## src/rtl/gray_fifo_pkg.sv

```systemverilog
// Shared types, sizing constants and Gray-code helpers for the Gray-pointer FIFO family.
package gray_fifo_pkg;

   localparam int DEF_DEPTH_LOG2 = 4;
   localparam int DEF_DEPTH      = 1 << DEF_DEPTH_LOG2;
   localparam int DEF_PTR_W      = DEF_DEPTH_LOG2 + 1;
   localparam int MAX_PTR_W      = 9;

   typedef logic [DEF_PTR_W-1:0] ptr_t;

   // Operands are zero-extended to MAX_PTR_W, which leaves every narrower code unchanged.
   function automatic logic [MAX_PTR_W-1:0] bin2gray(input logic [MAX_PTR_W-1:0] b);
      return b ^ (b >> 1);
   endfunction

   function automatic logic [MAX_PTR_W-1:0] gray2bin(input logic [MAX_PTR_W-1:0] g);
      logic [MAX_PTR_W-1:0] b;
      b[MAX_PTR_W-1] = g[MAX_PTR_W-1];
      for (int i = MAX_PTR_W - 2; i >= 0; i--) begin
         b[i] = b[i+1] ^ g[i];
      end
      return b;
   endfunction

endpackage

```

## src/rtl/gray_ptr_cnt.sv

```systemverilog
// Binary pointer with a registered Gray-code copy that moves on the same edge.
module gray_ptr_cnt
   import gray_fifo_pkg::*;
#(
   parameter int PTR_W = DEF_PTR_W
) (
   input  logic             clk,
   input  logic             reset_n,
   input  logic             inc_i,
   output logic [PTR_W-1:0] bin_o,
   output logic [PTR_W-1:0] bin_next_o,
   output logic [PTR_W-1:0] gray_o
);

   logic [PTR_W-1:0] bin_r;
   logic [PTR_W-1:0] gray_r;
   logic [PTR_W-1:0] gray_next_s;

   // Next binary value and its Gray encoding.
   always_comb begin
      bin_next_o  = bin_r + PTR_W'(inc_i);
      gray_next_s = PTR_W'(bin2gray(MAX_PTR_W'(bin_next_o)));
   end

   // Pointer state, cleared by the synchronous reset.
   always_ff @(posedge clk) begin
      if (!reset_n) begin
         bin_r  <= '0;
         gray_r <= '0;
      end else begin
         bin_r  <= bin_next_o;
         gray_r <= gray_next_s;
      end
   end

   assign bin_o  = bin_r;
   assign gray_o = gray_r;

endmodule

```

## src/rtl/gray_ptr_fifo_ctrl.sv

```systemverilog
// Single-clock FIFO controller whose full/empty come from Gray pointer compares.
// Optional almost-full/almost-empty flags are enabled by defining GRAY_FIFO_ALMOST_FLAGS_EN.
module gray_ptr_fifo_ctrl
   import gray_fifo_pkg::*;
#(
   parameter int DEPTH_LOG2 = DEF_DEPTH_LOG2,
   parameter int DATA_W     = 8
`ifdef GRAY_FIFO_ALMOST_FLAGS_EN
   ,
   parameter int AF_LEVEL   = (1 << DEPTH_LOG2) - 2,
   parameter int AE_LEVEL   = 2
`endif
) (
   input  logic                  clk,
   input  logic                  reset_n,
   input  logic                  push_i,
   input  logic [DATA_W-1:0]     push_data_i,
   input  logic                  pop_i,
   output logic [DATA_W-1:0]     pop_data_o,
   output logic                  full_o,
   output logic                  empty_o,
   output logic [DEPTH_LOG2:0]   count_o,
   output logic [DEPTH_LOG2:0]   wr_ptr_gray_o,
   output logic [DEPTH_LOG2:0]   rd_ptr_gray_o,
   output logic                  overflow_o,
   output logic                  underflow_o
`ifdef GRAY_FIFO_ALMOST_FLAGS_EN
   ,
   output logic                  almost_full_o,
   output logic                  almost_empty_o
`endif
);

   localparam int PTR_W = DEPTH_LOG2 + 1;
   localparam int DEPTH = 1 << DEPTH_LOG2;

   logic [DATA_W-1:0]     mem_r [DEPTH];
   logic                  full_r;
   logic                  empty_r;
   logic [PTR_W-1:0]      count_r;
   logic                  overflow_r;
   logic                  underflow_r;

   logic                  push_ok_s;
   logic                  pop_ok_s;
   logic [PTR_W-1:0]      wr_bin_s;
   logic [PTR_W-1:0]      wr_bin_next_s;
   logic [PTR_W-1:0]      wr_gray_s;
   logic [PTR_W-1:0]      rd_bin_s;
   logic [PTR_W-1:0]      rd_bin_next_s;
   logic [PTR_W-1:0]      rd_gray_s;
   logic [PTR_W-1:0]      wr_gray_next_s;
   logic [PTR_W-1:0]      rd_gray_next_s;
   logic [PTR_W-1:0]      rd_gray_full_s;
   logic [PTR_W-1:0]      count_next_s;
   logic [DEPTH_LOG2-1:0] wr_addr_s;
   logic [DEPTH_LOG2-1:0] rd_addr_s;

   assign push_ok_s = push_i & ~full_r;
   assign pop_ok_s  = pop_i & ~empty_r;

   gray_ptr_cnt #(.PTR_W(PTR_W)) u_wr_ptr (
      .clk        (clk),
      .reset_n    (reset_n),
      .inc_i      (push_ok_s),
      .bin_o      (wr_bin_s),
      .bin_next_o (wr_bin_next_s),
      .gray_o     (wr_gray_s)
   );

   gray_ptr_cnt #(.PTR_W(PTR_W)) u_rd_ptr (
      .clk        (clk),
      .reset_n    (reset_n),
      .inc_i      (pop_ok_s),
      .bin_o      (rd_bin_s),
      .bin_next_o (rd_bin_next_s),
      .gray_o     (rd_gray_s)
   );

   // Next-state Gray pointers and occupancy feeding the registered flags.
   always_comb begin
      wr_gray_next_s = PTR_W'(bin2gray(MAX_PTR_W'(wr_bin_next_s)));
      rd_gray_next_s = PTR_W'(bin2gray(MAX_PTR_W'(rd_bin_next_s)));
      // In Gray code a one-lap lead flips the top two bits, not just the wrap bit.
      rd_gray_full_s = {~rd_gray_next_s[PTR_W-1:PTR_W-2], rd_gray_next_s[PTR_W-3:0]};
      count_next_s   = wr_bin_next_s - rd_bin_next_s;
      wr_addr_s      = DEPTH_LOG2'(wr_bin_s);
      rd_addr_s      = DEPTH_LOG2'(rd_bin_s);
   end

   // Status flags, occupancy and sticky error bits.
   always_ff @(posedge clk) begin
      if (!reset_n) begin
         full_r      <= 1'b0;
         empty_r     <= 1'b1;
         count_r     <= '0;
         overflow_r  <= 1'b0;
         underflow_r <= 1'b0;
      end else begin
         full_r      <= (wr_gray_next_s == rd_gray_full_s);
         empty_r     <= (wr_gray_next_s == rd_gray_next_s);
         count_r     <= count_next_s;
         overflow_r  <= overflow_r | (push_i & full_r);
         underflow_r <= underflow_r | (pop_i & empty_r);
      end
   end

   // Storage array; contents survive reset but no write happens on a reset edge.
   always_ff @(posedge clk) begin
      if (reset_n && push_ok_s) begin
         mem_r[wr_addr_s] <= push_data_i;
      end
   end

`ifdef GRAY_FIFO_ALMOST_FLAGS_EN
   logic almost_full_r;
   logic almost_empty_r;

   // Threshold flags tracking the next occupancy.
   always_ff @(posedge clk) begin
      if (!reset_n) begin
         almost_full_r  <= 1'b0;
         almost_empty_r <= 1'b1;
      end else begin
         almost_full_r  <= (int'(count_next_s) >= AF_LEVEL);
         almost_empty_r <= (int'(count_next_s) <= AE_LEVEL);
      end
   end

   assign almost_full_o  = almost_full_r;
   assign almost_empty_o = almost_empty_r;
`endif

   assign pop_data_o    = mem_r[rd_addr_s];
   assign full_o        = full_r;
   assign empty_o       = empty_r;
   assign count_o       = count_r;
   assign wr_ptr_gray_o = wr_gray_s;
   assign rd_ptr_gray_o = rd_gray_s;
   assign overflow_o    = overflow_r;
   assign underflow_o   = underflow_r;

endmodule

```

## config.mk

```make
export PLATFORM = sky130hd
export DESIGN_NAME = gray_ptr_fifo_ctrl
export DESIGN_NICKNAME = d
export VERILOG_FILES = /design/src/rtl/gray_fifo_pkg.sv /design/src/rtl/gray_ptr_cnt.sv /design/src/rtl/gray_ptr_fifo_ctrl.sv
export SDC_FILE = /design/constraint.sdc
export NUM_CORES = 1
export LEC_CHECK = 0
export ABC_AREA = 1
export BUFFER_PORTS_ARGS = -buffer_cell sky130_fd_sc_hd__buf_2
export CORE_UTILIZATION = 50
export CTS_BUF_LIST = sky130_fd_sc_hd__clkbuf_4 sky130_fd_sc_hd__clkbuf_8
export DETAILED_ROUTE_END_ITERATION = 10
export PLACE_DENSITY = 0.7
export SLEW_MARGIN = 15
export SYNTH_ARGS = -nofsm -noshare
export SYNTH_HDL_FRONTEND = slang
export SYNTH_SLANG_ARGS = --single-unit
```

## constraint.sdc

```tcl
create_clock -name clk -period 1.9 [get_ports clk]
set_input_delay 0.285 -clock clk [delete_from_list [all_inputs] [get_ports clk]]
set_output_delay 0.285 -clock clk [all_outputs]
set_load 0.005 [all_outputs]
```

==> impl_metrics.json <==
{
  "hold_violations": 0,
  "p_per_area_mw_per_mm2": 1035,
  "ir_drop_v": 0.0005172,
  "drc_errors": 0,
  "maxCapViolCount": 0,
  "diodes": 0,
  "io_buffer_count": 38,
  "synthDistinctLibCells": 26,
  "clock.fmax_mhz": 448.2,
  "synth.avg_cell_area_um2": 10.97,
  "nNetsFinal": 683,
  "first_pass_iters": 5,
  "insertion_delay_ps": 440,
  "path_delay_family": "buffers and inverters",
  "synth_seq_area_share_pct": 67.97,
  "synth.largest_area_cell": "edfxtp_1",
  "fp.dieH_um": 115.6,
  "place_ws_ps": -166.7,
  "clock_tree.root_cell": "clkbuf_8",
  "cpPeakStageDelay_ps": 350,
  "clk_pin_slew_ps": 70,
  "syn_inst": 588,
  "area_growth_pct": 21.36,
  "start_kind": "register",
  "ys_ff_latch": 155,
  "grt_usage_pct": 24.16,
  "critPathBufInv": 4,
  "cp_slowest_cell": "dfxtp_2",
  "routed_wl_mm": 15.24,
  "tns_ps": -2198,
  "die_x_um": 115.6,
  "critPathMaxFanout": 8,
  "synth_enable_flop_cells": 128,
  "path_cells": "buf_8 -> clkinv_8 -> buf_16 -> o21bai_1 -> o22ai_1 -> o211ai_1 -> nand2_1 -> buf_2",
  "synth.most_common_cell": "edfxtp_1",
  "setup_violations": 8,
  "drt_iter0_drc": 484,
  "clock_sinks": 155,
  "dpl_cell_area_mm2": 0.007078,
  "final_layout_size_suffix_gt1_share_pct": 24.08,
  "cts_buffers": 17,
  "viasPerCell": 5.534,
  "synth_area_mm2": 0.006450,
  "drv_slew": 0,
  "htreeDepth": 4,
  "synth_top_flop_cell": "edfxtp_1",
  "yosys-top-cells-area": "edfxtp_1, dfxtp_1, nor2_1, nand2_1, o21ai_0",
  "dr_total_vias": 4698,
  "finClkSkew_ps": 6.478,
  "ioPinCount": 39,
  "yosysWarnings": 0,
  "critical_path_class": "register to output port",
  "syn-num-nets": 607,
  "p_leak_nw": 2.920,
  "fp.coreArea_mm2": 0.01262,
  "synth_common_cells": "edfxtp_1, nor2_1, nand2_1",
  "tightestPinTransition_ps": 315.4,
  "fillers": 1017,
  "period_needed_ps": 2231,
  "final_antenna_net_count": 0,
  "initial_core_util_pct": 51.11,
  "grt_pass1_vias": 4514,
  "grt_pass1_wl_mm": 23.23,
  "final_cell_area_mm2": 0.007828,
  "setup_slack_ps": -331.4,
  "grt_antenna_before_repair": 0,
  "hpwl_mm": 9.244,
  "hold_slack_ps": 98.36,
  "place.gp.congestion": 0.8726,
  "cp.arrival_ps": 1950,
  "wl_per_cell_um": 17.95,
  "grt_max_degree": 39,
  "status": "complete, but fails checks",
  "max_slew_margin_pct": 78.88,
  "power.total_mw": 8.100,
  "hp-class": "input port to register",
  "die_area_mm2": 0.01336,
  "setup.worst_path.end_class": "output port",
  "finalCritPeriodShare_pct": 117.4,
  "synth-async-reset-ratio_pct": 0,
  "cts_hold_buf": 0,
  "overflow": 0,
  "clk_path_buf_depth": 2,
  "rows": 41,
  "crit_required_ps": 1620,
  "synth_top_area_share_pct": 59.59,
  "rsz0062_at_grt": "yes",
  "violations": "setup timing",
  "cts_tree": "built"
}
-- where the power goes --
group	switching [mW]	total, mW	leakage (nW)	internal [mW]
Sequential	0.0513	3.82	1.37	3.77
Clock	1.11	2.57	0.215	1.46
Combinational	0.964	1.70	1.33	0.741
Total	2.12	8.10	2.92	5.98
-- metal layers --
| metal | global-route usage, % | up-vias | share of wire [%] |
|---|---|---|---|
| met3 | 4.916 | 38 | 5.2 |
| met1 | 29.19 | 2309 | 42 |
| li1 | - | 2203 | - |
| met5 | 0 | - | 0 |
| met4 | 12.47 | 0 | 3.3 |
| met2 | 41.12 | 148 | 50 |
-- path summary, 6_finish.rpt --
path / start / slack, ps / depth (start not counted) / endpoint
worst max register to register: u_rd_ptr.bin_o[0]$_SDFF_PN0_ / 100 / 12 / count_o[3]$_SDFF_PN0_
worst min-delay path: push_i / 100 / 3 / overflow_o$_SDFF_PN0_
worst min register to register: overflow_o$_SDFF_PN0_ / 470 / 2 / overflow_o$_SDFF_PN0_
worst max-delay path: u_rd_ptr.bin_o[0]$_SDFF_PN0_ / -330 / 8 / pop_data_o[5]
-- final cells by class --
class | count | area, µm² | area share, %
multi-input combinational | 371 | 1941 | 24.79
tap | 172 | 215.2 | 2.749
sequential | 155 | 4389 | 56.07
inverter | 32 | 132.6 | 1.694
clock buffer | 21 | 264.0 | 3.373
clock inverter | 11 | 150.1 | 1.918
timing repair buffer | 87 | 735.7 | 9.399
-- cells by family after synthesis --
logic type               Yosys count  synth area share, %
XOR/XNOR                           3               0.4074
AND/OR/NAND/NOR                  245                15.34
buffers and inverters             62                4.500
flip-flops                       155                67.97
AO/OA/AOI/OAI                    116                10.30
adder cells (fa/ha/maj)            7                1.474
-- state kept, by name, indices dropped and copies added, names as in the netlist --
name and count:
mem_r 128, count_o 5, u_rd_ptr.gray_o 5, u_wr_ptr.gray_o 5
u_rd_ptr.bin_o 4, u_wr_ptr.bin_o 4, empty_o 1, full_o 1
overflow_o 1, underflow_o 1
-- stage by stage --
stage	instances	utilization, %
2_1_floorplan	588	-
3_3_place_gp	810	56.09
3_5_place_dp	810	56.09
4_1_cts	847	60.70
5_1_grt	849	62.03
6_report	849	62.03
-- placed cells by master (no fill, tap or decap), drive strengths merged --
| master | count |
|---|---|
| edfxtp | 128 |
| nor2 | 125 |
| nand2 | 86 |
| buf | 84 |
| o21ai | 71 |
| o211ai | 32 |
| inv | 31 |
| nand3 | 27 |
| dfxtp | 27 |
| clkbuf | 23 |
| a21oi | 11 |
| clkinv | 8 |
| nand4 | 6 |
| ha | 6 |
| bufinv | 4 |
| xnor2 | 2 |
| o21bai | 1 |
| o22ai | 1 |
| nor3 | 1 |
| xor2 | 1 |
| fa | 1 |
| bufbuf | 1 |
-- worst reg2reg max path, stage by stage, from the launching register on --
cell,delay [ps]
dfxtp_2,330
buf_4,140
ha_4,160
ha_4,280
inv_2,50
ha_4,260
inv_2,30
nor2_2,80
nor2_1,50
nand2_1,70
nand2_1,80
o21ai_1,120
a21oi_1,50
-- timing repair --
item / 4_1_cts / 5_1_grt
setup endpoints to repair: 9 / 12
cloned: 3 / 2
resized for setup: 21 / 49
setup buffers: 2 / 1
pin swaps: 11 / 23
Power figures use the tool's default switching activity.
